**config.mk**
```make
export PLATFORM = sky130hd
export DESIGN_NAME = keypad_entry_ctrl
export DESIGN_NICKNAME = d
export VERILOG_FILES = /design/src/rtl/keypad_entry_ctrl.sv
export SDC_FILE = /design/constraint.sdc
export NUM_CORES = 1
export LEC_CHECK = 0
export ABC_AREA = 1
export CAP_MARGIN = 40
export CELL_PAD_IN_SITES_DETAIL_PLACEMENT = 0
export CELL_PAD_IN_SITES_GLOBAL_PLACEMENT = 1
export CORE_ASPECT_RATIO = 0.75
export CORE_UTILIZATION = 36
export CTS_CLUSTER_DIAMETER = 50
export CTS_CLUSTER_SIZE = 12
export DETAILED_ROUTE_END_ITERATION = 8
export PLACE_DENSITY = 0.75
export SLEW_MARGIN = 20
export SYNTH_ARGS = -nofsm -noshare
export SYNTH_HDL_FRONTEND = slang
export SYNTH_SLANG_ARGS = --single-unit
```
**constraint.sdc**
```tcl
create_clock -name CLK -period 1.55 [get_ports CLK]
set_input_delay 0.465 -clock CLK [delete_from_list [all_inputs] [get_ports CLK]]
set_output_delay 0.465 -clock CLK [all_outputs]
set_load 0.01 [all_outputs]
```
**src/rtl/keypad_entry_ctrl.sv**
```systemverilog
// Keypad entry sequencer: debounces presses, waits for a release, builds a BCD entry and commits it.
// Optional: define KEYPAD_AUTO_COMMIT_EN to commit automatically when the buffer fills.
module keypad_entry_ctrl #(
  parameter int DIGITS  = 4,
  parameter int DEB_CYC = 4,
  parameter int REL_CYC = 4
) (
  input  logic                  CLK,
  input  logic                  RESET_N,
  input  logic                  V_IN,
  input  logic [3:0]            N_IN,
  output logic                  KEY_STB,
  output logic [3:0]            KEY_CODE,
  output logic [4*DIGITS-1:0]   ENTRY,
  output logic [3:0]            COUNT,
  output logic                  OVF,
  output logic [4*DIGITS-1:0]   RESULT,
  output logic [3:0]            RESULT_CNT,
  output logic                  DONE
);

  localparam int         EW       = 4 * DIGITS;
  localparam logic [3:0] DIGITS_W = 4'(DIGITS);
  localparam logic [7:0] DEB_LAST = 8'(DEB_CYC - 1);
  localparam logic [7:0] REL_W    = 8'(REL_CYC);

`ifdef KEYPAD_AUTO_COMMIT_EN
  localparam bit AUTO_COMMIT = 1'b1;
`else
  localparam bit AUTO_COMMIT = 1'b0;
`endif

  typedef enum logic [1:0] {IDLE, DEBOUNCE, PRESS, WAIT_REL} state_e;

  state_e          state_q, state_d;
  logic [3:0]      pend_q, pend_d;
  logic [7:0]      deb_q, deb_d;
  logic [7:0]      rel_q, rel_d;
  logic            key_stb_q, key_stb_d;
  logic [3:0]      key_code_q, key_code_d;
  logic [EW-1:0]   entry_q, entry_d;
  logic [3:0]      count_q, count_d;
  logic            ovf_q, ovf_d;
  logic [EW-1:0]   result_q, result_d;
  logic [3:0]      result_cnt_q, result_cnt_d;
  logic            done_q, done_d;
  logic [EW-1:0]   entry_shift;

  assign entry_shift = (entry_q << 4) | EW'(pend_q);

  always_comb begin
    // NOTE: every _d gets a default before the case so no path can infer a latch.
    state_d      = state_q;
    pend_d       = pend_q;
    deb_d        = deb_q;
    rel_d        = rel_q;
    key_stb_d    = 1'b0;
    key_code_d   = key_code_q;
    entry_d      = entry_q;
    count_d      = count_q;
    ovf_d        = ovf_q;
    result_d     = result_q;
    result_cnt_d = result_cnt_q;
    done_d       = 1'b0;

    case (state_q)
      IDLE: begin
        if (V_IN) begin
          pend_d  = N_IN;
          deb_d   = 8'd1;
          state_d = DEBOUNCE;
        end
      end
      DEBOUNCE: begin
        if (!V_IN || N_IN != pend_q) begin
          state_d = IDLE;
        end else begin
          deb_d = deb_q + 8'd1;
          if (deb_q == DEB_LAST) state_d = PRESS;
        end
      end
      PRESS: begin
        state_d = WAIT_REL;
        rel_d   = 8'd0;
        // Codes 12-15 take no action and leave KEY_CODE alone.
        if (pend_q <= 4'd11) begin
          key_stb_d  = 1'b1;
          key_code_d = pend_q;
        end
        if (pend_q < 4'd10) begin
          if (count_q < DIGITS_W) begin
            entry_d = entry_shift;
            count_d = count_q + 4'd1;
            if (AUTO_COMMIT && count_q == DIGITS_W - 4'd1) begin
              result_d     = entry_shift;
              result_cnt_d = DIGITS_W;
              done_d       = 1'b1;
              entry_d      = '0;
              count_d      = 4'd0;
            end
          end else begin
            ovf_d = ~AUTO_COMMIT;
          end
        end else if (pend_q == 4'd10) begin
          entry_d = '0;
          count_d = 4'd0;
          ovf_d   = 1'b0;
        end else if (pend_q == 4'd11 && count_q != 4'd0) begin
          result_d     = entry_q;
          result_cnt_d = count_q;
          done_d       = 1'b1;
          entry_d      = '0;
          count_d      = 4'd0;
          ovf_d        = 1'b0;
        end
      end
      WAIT_REL: begin
        // A held key only restarts the release count; it never re-triggers.
        if (V_IN) begin
          rel_d = 8'd0;
        end else begin
          rel_d = rel_q + 8'd1;
          if (rel_q + 8'd1 == REL_W) state_d = IDLE;
        end
      end
      default: state_d = IDLE;
    endcase
  end

  // NOTE: state uses non-blocking assignments so every flop samples pre-edge values.
  always_ff @(posedge CLK or negedge RESET_N) begin
    if (!RESET_N) begin
      state_q      <= IDLE;
      pend_q       <= 4'd0;
      deb_q        <= 8'd0;
      rel_q        <= 8'd0;
      key_stb_q    <= 1'b0;
      key_code_q   <= 4'd0;
      entry_q      <= '0;
      count_q      <= 4'd0;
      ovf_q        <= 1'b0;
      result_q     <= '0;
      result_cnt_q <= 4'd0;
      done_q       <= 1'b0;
    end else begin
      state_q      <= state_d;
      pend_q       <= pend_d;
      deb_q        <= deb_d;
      rel_q        <= rel_d;
      key_stb_q    <= key_stb_d;
      key_code_q   <= key_code_d;
      entry_q      <= entry_d;
      count_q      <= count_d;
      ovf_q        <= ovf_d;
      result_q     <= result_d;
      result_cnt_q <= result_cnt_d;
      done_q       <= done_d;
    end
  end

  assign KEY_STB    = key_stb_q;
  assign KEY_CODE   = key_code_q;
  assign ENTRY      = entry_q;
  assign COUNT      = count_q;
  assign OVF        = ovf_q;
  assign RESULT     = result_q;
  assign RESULT_CNT = result_cnt_q;
  assign DONE       = done_q;

endmodule

```
==> summary.md, run 1 <==
| Metric | Value |
|---|---|
| Rows | 29 |
| Max-cap viol count | 0 |
| Via/cell ratio | between 4 and 5 |
| Worst Path Max Fanout | 8 |
| Antenna diode count | 0 |
| Drt total wl | ~7.6 mm |
| Flop pwr share | about a third |
| RSZ-0062 raised after global routing | true |
| I/O Pins | 54 |
| Max-Slew Margin vs Limit | between 60% and 70% |
| Fraction of layout cells with a size suffix above 1 | 25.9% |
| Clk buf depth | 2 |
| TritonCTS Buffers | 9 |
| Initial Util | between 30% and 40% |
| Layout area overhead | 37.8% |
| Synth Register Bits | 69 |
| Fmax | 0.658 GHz |
| DR vias | approximately 2700 |
| Leakage power | 2.34 nW |
| Syn Nets | between 300 and 400 |
| Final slew viol count | 0 |
| Nature of the critical path startpoint | register |
| Cell Pwr Density | 1780 nW/um2 |
| Port Buf Inserts | between 50 and 60 |
| Slew @ Worst Pin | 531 ps |
| Clk_skew | slightly above 6 ps |
| PnR Total Power | between 0.008 and 0.009 W |
| Post-DP HPWL | between 5 and 6 mm |
| Cell accounting for the most synthesized area | dfrtp_1 |
| Sink Count | between 60 and 70 |
| Post-layout min period | about 1500 ps |
| Logic pwr share | around 39% |
| Kind of critical path | register to register |
| Peak supply drop | between 0.6 and 0.7 mV |
| Synth warnings | 0 |
| Critical Path AT | 1730 ps |
| Most frequent cells in the layout | nand2_1, dfrtp_1, dlygate4sd2_1, inv_1, o21ai_0 |
| Worst hold slack | 45.3 ps |
| Worst setup EP type | register |
| Synth Instances | approximately 370 |
| Initial antenna violation count | 0 |
| DR WL/cell | approximately 13 um |
| R2R cell count | 9 |
| Clk pwr share | 28.8% |
| Most area-consuming cells after synthesis | dfrtp_1, nand2_1, o21ai_0 |
| Most common cell after layout, fill and taps aside | nand2_1 |
| CTS Hold Bufs | 0 |
| Vias in the first global route | roughly 2600 |
| Switching power | approximately 0.0029 W |
| Residual DRC | 0 |
| Endpoints failing setup | 0 |
| Required time of the worst setup path | 1760 ps |
| Syn Std Cell Area | ~3300 um2 |
| Fin nets | about 470 |
| Outcome | complete, no violations |
| Core area | a little under 9000 um2 |
| Final GP Congestion | between 0.8 and 0.9 |
| Reg clk slew, reported paths | ~60 ps |
| Total grt overflow | 0 |
| Die Wd | about 110 um |
| Pre-antenna DRT Iters | 4 |
| GRT Overall Usage | 17.2% |
| Starting DRC count in detailed routing | between 100 and 150 |
| Die ar. | a little under 10000 um2 |
| Largest net degree at the start of global routing | 39 |
| Number of H-tree levels | 3 |
| Wire length of the first global-routing pass | roughly 13 mm |
| Post-route ant nets | 0 |
| Sw Ratio | between 30 and 40% |
| Worst skew pair latency | between 300 and 400 ps |
| Seq/Total Area, Yosys | 52.0% |
| DIE HEIGHT | 85.2 um |
| Final hold viol count | 0 |
| Root buffer cell | clkbuf_16 |
| Min-Delay Path Class | primary input to asynchronous set/reset pin |
| Syn avg cell area | between 8 and 9 um2 |
| Ratio of final minimum period to clock period | a little over nine tenths |
| P_int | between 0.005 and 0.006 W |
| CTS tree | built |
| Synth top area share | between 50% and 60% |
| Unique cell type count in the Yosys netlist | 33 |
-- critical path: stages, from the launching register on --
cell	delay, ps
dfrtp_2	440
inv_4	80
nand4_1	100
nor2_2	160
nor2_2	60
nor2_4	180
nand2_4	100
buf_8	150
nor2_2	90
a21oi_2	40
-- metrics by stage --
stage / utilization [%] / instance area, um2 / TNS [ps] / cells / worst slack (ps)
3_3_place_gp: 47.7 / 4150 / -5570 / 550 / -332
6_report: 52.6 / 4580 / 0 / 572 / 29.8
3_5_place_dp: 47.7 / 4150 / -6130 / 550 / -360
5_1_grt: 52.6 / 4580 / -822 / 572 / -72.9
2_1_floorplan: - / 3320 / 0 / 374 / 4.12
4_1_cts: 51.1 / 4450 / 0 / 566 / 1.54
-- cell usage after synthesis, drive strengths merged --
cell,instances
xnor2,1
buf,19
o32ai,1
a21oi,4
dfrtp,69
nand2,95
inv,51
a21o,1
ha,5
clkinv,1
nand4,7
o21ai,46
nand3,20
nor2,29
clkbuf,1
nor3,5
or2,1
o22ai,12
a22o,2
xor2,4
-- final timing paths --
| path | start | endpoint | slack [ps] |
|---|---|---|---|
| min | RESET_N | deb_q[3] | 50 |
| max reg2reg | pend_q[2] | COUNT[0] | 30 |
| max in group asynchronous | RESET_N | RESULT_CNT[0] | 1050 |
| min in group CLK | RESULT_CNT[0] | RESULT_CNT[0] | 480 |
| max | pend_q[2] | COUNT[0] | 30 |
| min reg2reg | RESULT_CNT[0] | RESULT_CNT[0] | 480 |
-- logic make-up (layout without fill, tap and decap cells) --
group	count (synthesis)	count (layout)	synth area share, %
and+or+nand+nor	157	157	21.4
AOI/OAI and AO/OA	66	66	12.7
DFF	69	69	52.0
buffers and inverters	72	162	10.7
xor gates and xnor gates	5	5	1.32
adders and majority gates	5	5	1.88
-- flip-flops by register name, summed over array words and instances (netlist names), named ones only --
name / cells
DONE: 1
rel_q: 8
KEY_CODE: 4
RESULT: 16
COUNT: 4
OVF: 1
KEY_STB: 1
RESULT_CNT: 4
deb_q: 8
ENTRY: 16
state_q: 1
pend_q: 4
-- layer usage --
layer  track usage [%]  vias to the layer above  part of all wire (%)
met3              5.07                        6                   3.6
met2              25.7                       43                    45
met1              24.1                     1238                    51
met4              5.38                        0                   1.0
li1                  -                     1366                     -
met5                 0                        -                     0
-- power by group through the flow --
| stage | clock, W | combinational, W | sequential, W |
|---|---|---|---|
| floorplan | 0 | 0.00175 | 0.00271 |
| global placement | 0 | 0.00314 | 0.00267 |
| global route | 0.00249 | 0.00349 | 0.00272 |
| CTS | 0.00240 | 0.00299 | 0.00265 |
| finish | 0.00235 | 0.00317 | 0.00265 |
| detailed placement | 0 | 0.00317 | 0.00268 |
-- repair_timing --
item	in CTS	in global routing
resized for setup	59	39
endpoints found under the setup margin	69	36
pin swaps	5	18
setup buffers	0	6
-- cell type report --
| cell class | instances | area [um2] |
|---|---|---|
| clock inverter | 6 | 111 |
| timing repair buffer | 94 | 841 |
| tap | 108 | 135 |
| clock buffer | 10 | 229 |
| sequential | 69 | 1730 |
| fill | 828 | 4130 |
| multi-input combinational | 233 | 1330 |
| inverter | 52 | 208 |
Note: power is estimated with default switching activity, not from simulation.
==> inputs of run 2 (changes only) <==
--- a/config.mk
+++ b/config.mk
@@ -6,7 +6,7 @@
 export NUM_CORES = 1
 export LEC_CHECK = 0
 export ABC_AREA = 1
-export CAP_MARGIN = 40
+export CAP_MARGIN = 20
 export CELL_PAD_IN_SITES_DETAIL_PLACEMENT = 0
 export CELL_PAD_IN_SITES_GLOBAL_PLACEMENT = 1
 export CORE_ASPECT_RATIO = 0.75
==> results of run 2 <==
No change in the layout: final DEF, timing and power equal those of run 1.
